File: config.mk
export PLATFORM = sky130hd
export DESIGN_NAME = output_requantizer
export DESIGN_NICKNAME = d
export VERILOG_FILES = /design/src/rtl/output_requantizer.sv
export SDC_FILE = /design/constraint.sdc
export NUM_CORES = 2
export LEC_CHECK = 0
export ABC_AREA = 0
export BUFFER_PORTS_ARGS = -buffer_cell sky130_fd_sc_hd__buf_2
export CORE_MARGIN = 2
export CORE_UTILIZATION = 60
export CTS_CLUSTER_DIAMETER = 120
export DETAILED_ROUTE_END_ITERATION = 8
export PLACE_DENSITY = 0.81
export SLEW_MARGIN = 10
export SYNTH_ARGS = -nofsm -noshare
export SYNTH_HDL_FRONTEND = slang
export SYNTH_SLANG_ARGS = --single-unit
File: constraint.sdc
create_clock -name clk -period 9.4 [get_ports clk]
set_input_delay 0.94 -clock clk [delete_from_list [all_inputs] [get_ports clk]]
set_output_delay 0.94 -clock clk [all_outputs]
set_load 0.01 [all_outputs]
File: src/rtl/output_requantizer.sv
// Requantizes 32-bit C accumulators to int8 Y, plane by plane: bias, scale, round-shift, ReLU, saturate.
// Optional build macro OUTPUT_REQUANT_ACC_CLEAR_EN zeroes each C element one cycle after it is read.
module output_requantizer #(
    parameter int ADDR_WIDTH        = 16,
    parameter int ACC_WIDTH         = 32,
    parameter int DATA_WIDTH        = 8,
    parameter int N_OUT_PLANE_WIDTH = 10,
    parameter int INOUT_WH_WIDTH    = 7,
    parameter int SCALE_WIDTH       = 16,
    parameter int SHIFT_WIDTH       = 5
) (
    input  logic                         clk,
    input  logic                         reset,
    input  logic                         start_tick,
    input  logic [N_OUT_PLANE_WIDTH-1:0] n_output_plane,
    input  logic [INOUT_WH_WIDTH-1:0]    output_h,
    input  logic [INOUT_WH_WIDTH-1:0]    output_w,
    input  logic [SCALE_WIDTH-1:0]       scale,
    input  logic [SHIFT_WIDTH-1:0]       shift,
    input  logic                         relu_en,
    output logic [ADDR_WIDTH-1:0]        c_rd_addr,
    input  logic [ACC_WIDTH-1:0]         c_in,
    output logic [N_OUT_PLANE_WIDTH-1:0] bias_rd_addr,
    input  logic [ACC_WIDTH-1:0]         bias_in,
    output logic [ADDR_WIDTH-1:0]        y_wr_addr,
    output logic [DATA_WIDTH-1:0]        y_out,
    output logic                         y_wr_en,
    output logic [ADDR_WIDTH-1:0]        c_clr_addr,
    output logic                         c_clr_en,
    output logic                         busy,
    output logic                         done_tick
);

    localparam int SIZE_W = 2 * INOUT_WH_WIDTH;
    localparam int SUM_W  = ACC_WIDTH + 1;
    localparam int PROD_W = SUM_W + SCALE_WIDTH + 1;
    localparam int RND_W  = PROD_W + 1;

    localparam logic [SIZE_W-1:0]            SIZE_ONE  = SIZE_W'(1);
    localparam logic [N_OUT_PLANE_WIDTH-1:0] PLANE_ONE = N_OUT_PLANE_WIDTH'(1);
    localparam logic [ADDR_WIDTH-1:0]        ADDR_ONE  = ADDR_WIDTH'(1);
    localparam logic [SHIFT_WIDTH-1:0]       SHIFT_ONE = SHIFT_WIDTH'(1);
    localparam logic signed [RND_W-1:0]      Y_MAX     = RND_W'(2 ** (DATA_WIDTH - 1) - 1);
    localparam logic signed [RND_W-1:0]      Y_MIN     = RND_W'(-(2 ** (DATA_WIDTH - 1)));

    typedef enum logic [2:0] {IDLE, BADDR, BLAT, RUN, DRAIN, DONE} state_t;

    state_t state, state_next;

    logic [N_OUT_PLANE_WIDTH-1:0] plane, n_planes;
    logic [SIZE_W-1:0]            plane_size, elem, start_size;
    logic [ADDR_WIDTH-1:0]        idx;
    logic signed [ACC_WIDTH-1:0]  bias_reg;
    logic                         last_elem, last_plane;

    logic                         v1, v2, v3;
    logic [ADDR_WIDTH-1:0]        a1, a2, a3;
    logic signed [SUM_W-1:0]      s_reg;
    logic signed [PROD_W-1:0]     prod_reg, s_ext, scale_ext;
    logic signed [RND_W-1:0]      rnd, biased, rounded, clamped;

    assign start_size = {{INOUT_WH_WIDTH{1'b0}}, output_h} * {{INOUT_WH_WIDTH{1'b0}}, output_w};
    assign last_elem  = (elem == plane_size - SIZE_ONE);
    assign last_plane = (plane == n_planes - PLANE_ONE);

    always_ff @(posedge clk or posedge reset) begin
        if (reset) state <= IDLE;
        else       state <= state_next;
    end

    always_comb begin
        state_next = state;
        case (state)
            IDLE: if (start_tick)
                      state_next = (n_output_plane == '0 || start_size == '0) ? DONE : BADDR;
            BADDR: state_next = BLAT;
            BLAT:  state_next = RUN;
            RUN:   if (last_elem) state_next = last_plane ? DRAIN : BADDR;
            // Elements still in s_reg or prod_reg finish before DONE; the last write lands in the final DRAIN cycle.
            DRAIN: if (!v1 && !v2) state_next = DONE;
            DONE:  state_next = IDLE;
            default: state_next = IDLE;
        endcase
    end

    always_ff @(posedge clk or posedge reset) begin
        if (reset) begin
            plane      <= '0;
            n_planes   <= '0;
            plane_size <= '0;
            elem       <= '0;
            idx        <= '0;
            bias_reg   <= '0;
        end else begin
            case (state)
                IDLE: if (start_tick) begin
                    plane      <= '0;
                    elem       <= '0;
                    idx        <= '0;
                    n_planes   <= n_output_plane;
                    plane_size <= start_size;
                end
                BLAT: bias_reg <= $signed(bias_in);
                RUN: begin
                    idx <= idx + ADDR_ONE;
                    if (last_elem) begin
                        elem <= '0;
                        if (!last_plane) plane <= plane + PLANE_ONE;
                    end else begin
                        elem <= elem + SIZE_ONE;
                    end
                end
                default: ;
            endcase
        end
    end

    // bias_reg only changes in BLAT, so the last element of a plane still sees its own bias in the following BADDR.
    always_ff @(posedge clk or posedge reset) begin
        if (reset) begin
            v1       <= 1'b0;
            v2       <= 1'b0;
            v3       <= 1'b0;
            a1       <= '0;
            a2       <= '0;
            a3       <= '0;
            s_reg    <= '0;
            prod_reg <= '0;
        end else begin
            v1       <= (state == RUN);
            a1       <= idx;
            v2       <= v1;
            a2       <= a1;
            s_reg    <= SUM_W'($signed(c_in)) + SUM_W'(bias_reg);
            v3       <= v2;
            a3       <= a2;
            prod_reg <= s_ext * scale_ext;
        end
    end

    assign s_ext     = PROD_W'(s_reg);
    assign scale_ext = $signed(PROD_W'(scale));

    always_comb begin
        rnd = '0;
        if (shift != '0) rnd = RND_W'(1) <<< (shift - SHIFT_ONE);
        biased  = RND_W'(prod_reg) + rnd;
        rounded = biased >>> shift;
        clamped = rounded;
        if (relu_en && rounded < 0) clamped = '0;
        if (clamped > Y_MAX)      clamped = Y_MAX;
        else if (clamped < Y_MIN) clamped = Y_MIN;
    end

    assign y_out        = clamped[DATA_WIDTH-1:0];
    assign y_wr_en      = v3;
    assign y_wr_addr    = a3;
    assign c_rd_addr    = idx;
    assign bias_rd_addr = plane;
    assign busy         = (state != IDLE);
    assign done_tick    = (state == DONE);

`ifdef OUTPUT_REQUANT_ACC_CLEAR_EN
    assign c_clr_en   = v1;
    assign c_clr_addr = a1;
`else
    assign c_clr_en   = 1'b0;
    assign c_clr_addr = '0;
`endif

endmodule

==> run summary <==
Die Y: 252.4 um
number of cells on the worst reg-to-reg path: 27
layout cell share with drive strength beyond 1: 9.273%
EDFF count, synth: 0
Final Hold Violating Endpoints: 0
Yosys warning count: 0
setup bufs post-CTS: 0
via/cell ratio: 6.023
main combinational cell family by area after synthesis: adder cells
Synth Area in Compound Gates: 12.40%
CTS root buffer: clkbuf_16
vias post-DR: 30350
CTS Buffer Depth: 3
Final setup viols: 0
Hold Buf Count CTS: 0
post-synthesis sequential area ratio: 15.75%
commonest non-fill, non-tap cells in the layout: inv_1, nand2_1, fa_1
commonest non-fill, non-tap cell in the layout: inv_1
Final GP Congestion: 0.9708
flip-flop and latch count after synthesis: 233
total CTS buffers: 29
Post-synth top flop: dfrtp_1
number of global-route vias before repair: 31030
CP Launch Point: shift[3]
RSZ-0062 raised after global routing: false
Routed Antenna Nets: 0
# port buffers: 165
CP max FO: 17
synthesized area: 0.03702 mm2
f_max: 120.7 MHz
Synth Area in Simple Gates: 18.59%
first-pass GRT wire length: 158.4 mm
hpwl dp: 75.43 mm
FP Rows: 91
die footprint: 0.06370 mm2
Ports: 183
relative slew slack: 22.96%
die span in x: 252.4 um
Worst Path Required: 8.46 ns
WP data arrival: 7.35 ns
Final TNS setup: 0 ns
Fin Clk Skew: 0.02070 ns
Skew-Pair Late Insertion Delay: 0.60 ns
FILL cells: 4987
status: finished, final reports clean
FF-to-FF End: prod_reg[49]
drt pass-1 iters: 9
clk slew on worst S/H paths: 0.06 ns
Hold/Removal Path Class: flop to flop
largest net degree at the start of global routing: 114
CTS sink cnt: 233
Initial Util: 60.32%
PostCTS Resize Cnt: 0
DRT Wirelength: 93.84 mm
asr flop ratio synth: 100.0%
initial antenna violation count: 2
max reg flops: 50
distinct cell type count after synthesis: 120
minimum clock period: 8.287 ns
drt initial violations: 2538
Avg WL per Cell: 18.62 um
total of max-cap violations: 0
Synth Area in Adders: 36.05%
Max Transition Viols Final: 0
mux cell area share after synthesis: 4.343%
post-synthesis xor/xnor area fraction: 3.948%
Final period util: 88.16%
Post-route DRC: 0
GRT Total Usage: 30.63%
CTS tree: yes
Worst Setup End Kind: output pin
synth-to-layout area growth: 5.969%
# H-tree levels: 1
core area: 0.06137 mm2
type of origin of the critical path: input port
grt ovf: 0
Mapped Cells: 4185
fin nets: 5092
FF-to-FF Start: s_reg[5]
kind of critical path: input port to output pin
Worst Setup EP: y_out[1]
Syn Area/Cell: 8.845 um2
worst-margin pin slew: 1.153 ns
R2R Setup Slk: 1.32 ns
==> worst min-delay path by stage <==
| stage | from | to | depth (start not counted) |
|---|---|---|---|
| 6_report | a2[9] | y_wr_addr[9] | 0 |
| 5_1_grt | a1[12] | a2[12] | 0 |
| 4_1_cts | a1[7] | a2[7] | 0 |
| 3_5_place_dp | a1[0] | a2[0] | 0 |
| 3_3_place_gp | a2[10] | y_wr_addr[10] | 0 |
| 2_1_floorplan | a1[0] | a2[0] | 0 |
==> cell families after synthesis <==
kind of cell,Yosys count
simple gates,1407
mux,126
fa+ha+maj,749
buf+inv,839
other cells,1
compound gates,664
xor+xnor,166
flops,233
==> layer usage <==
metal  up-vias  routed length, um  track usage (%)
li1      13730                  -                -
met1     15120              37490            40.83
met2      1211              45750            51.35
met3       284               6422            3.728
met4         2               4174            11.83
met5         -                  7                0
==> final cells by class <==
class,count,area (um2),share of cell area (%)
Multi-Input combinational cell,3130,27960,71.27
Sequential cell,233,5831,14.86
Inverter,629,2369,6.038
Timing Repair Buffer,207,1141,2.909
Tap cell,790,988.4,2.520
Clock buffer,40,807.0,2.057
Clock inverter,10,130.1,0.3317
Antenna cell,1,2.502,0.006379
==> cells in the mapped netlist, types with 50 or more instances <==
master | number | area share (%)
a21oi_1 | 149 | 2.0
and2_1 | 244 | 4.1
clkbuf_1 | 143 | 1.5
dfrtp_1 | 233 | 16
fa_1 | 529 | 29
ha_1 | 220 | 7.4
inv_1 | 629 | 6.4
mux2_2 | 52 | 1.6
mux2i_1 | 50 | 1.4
nand2_1 | 589 | 6.0
nand3_1 | 72 | 0.97
nor2_1 | 196 | 2.0
nor3_1 | 57 | 0.77
o21ai_0 | 130 | 1.8
xnor2_1 | 118 | 2.8
==> stage by stage <==
| step | utilization [%] | hold WS [ns] | cells | cell area, um2 | setup WS (ns) |
|---|---|---|---|---|---|
| floorplan | - | 0.3312 | 4202 | 37080 | 1.544 |
| global placement | 62.39 | 0.3323 | 4989 | 38290 | 0.9151 |
| detailed placement | 62.39 | 0.3347 | 4989 | 38290 | 0.7205 |
| CTS | 63.91 | 0.3477 | 5039 | 39220 | 1.310 |
| global route | 63.92 | 0.3522 | 5040 | 39230 | 0.7919 |
| finish | 63.92 | 0.3469 | 5040 | 39230 | 1.113 |
==> critical path, cell delays in order <==
cell and delay [ns]:
buf_2 0.20, nor2_1 0.65, nand2_1 0.34, nor2_1 0.17
ha_1 0.34, a21oi_1 0.29, o21ai_1 0.26, a31o_2 0.36
o311ai_1 0.46, nand3_1 0.37, mux2i_1 0.27, nor3_1 0.06
a211oi_1 0.54, mux2i_1 0.34, mux4_2 0.56, a211oi_1 0.25
nand4_1 0.16, o41ai_4 0.48, o21ai_1 0.13, buf_2 0.16
Power is not shown: default switching activity piles up to over one toggle a cycle in this logic, so the estimate is an artifact.
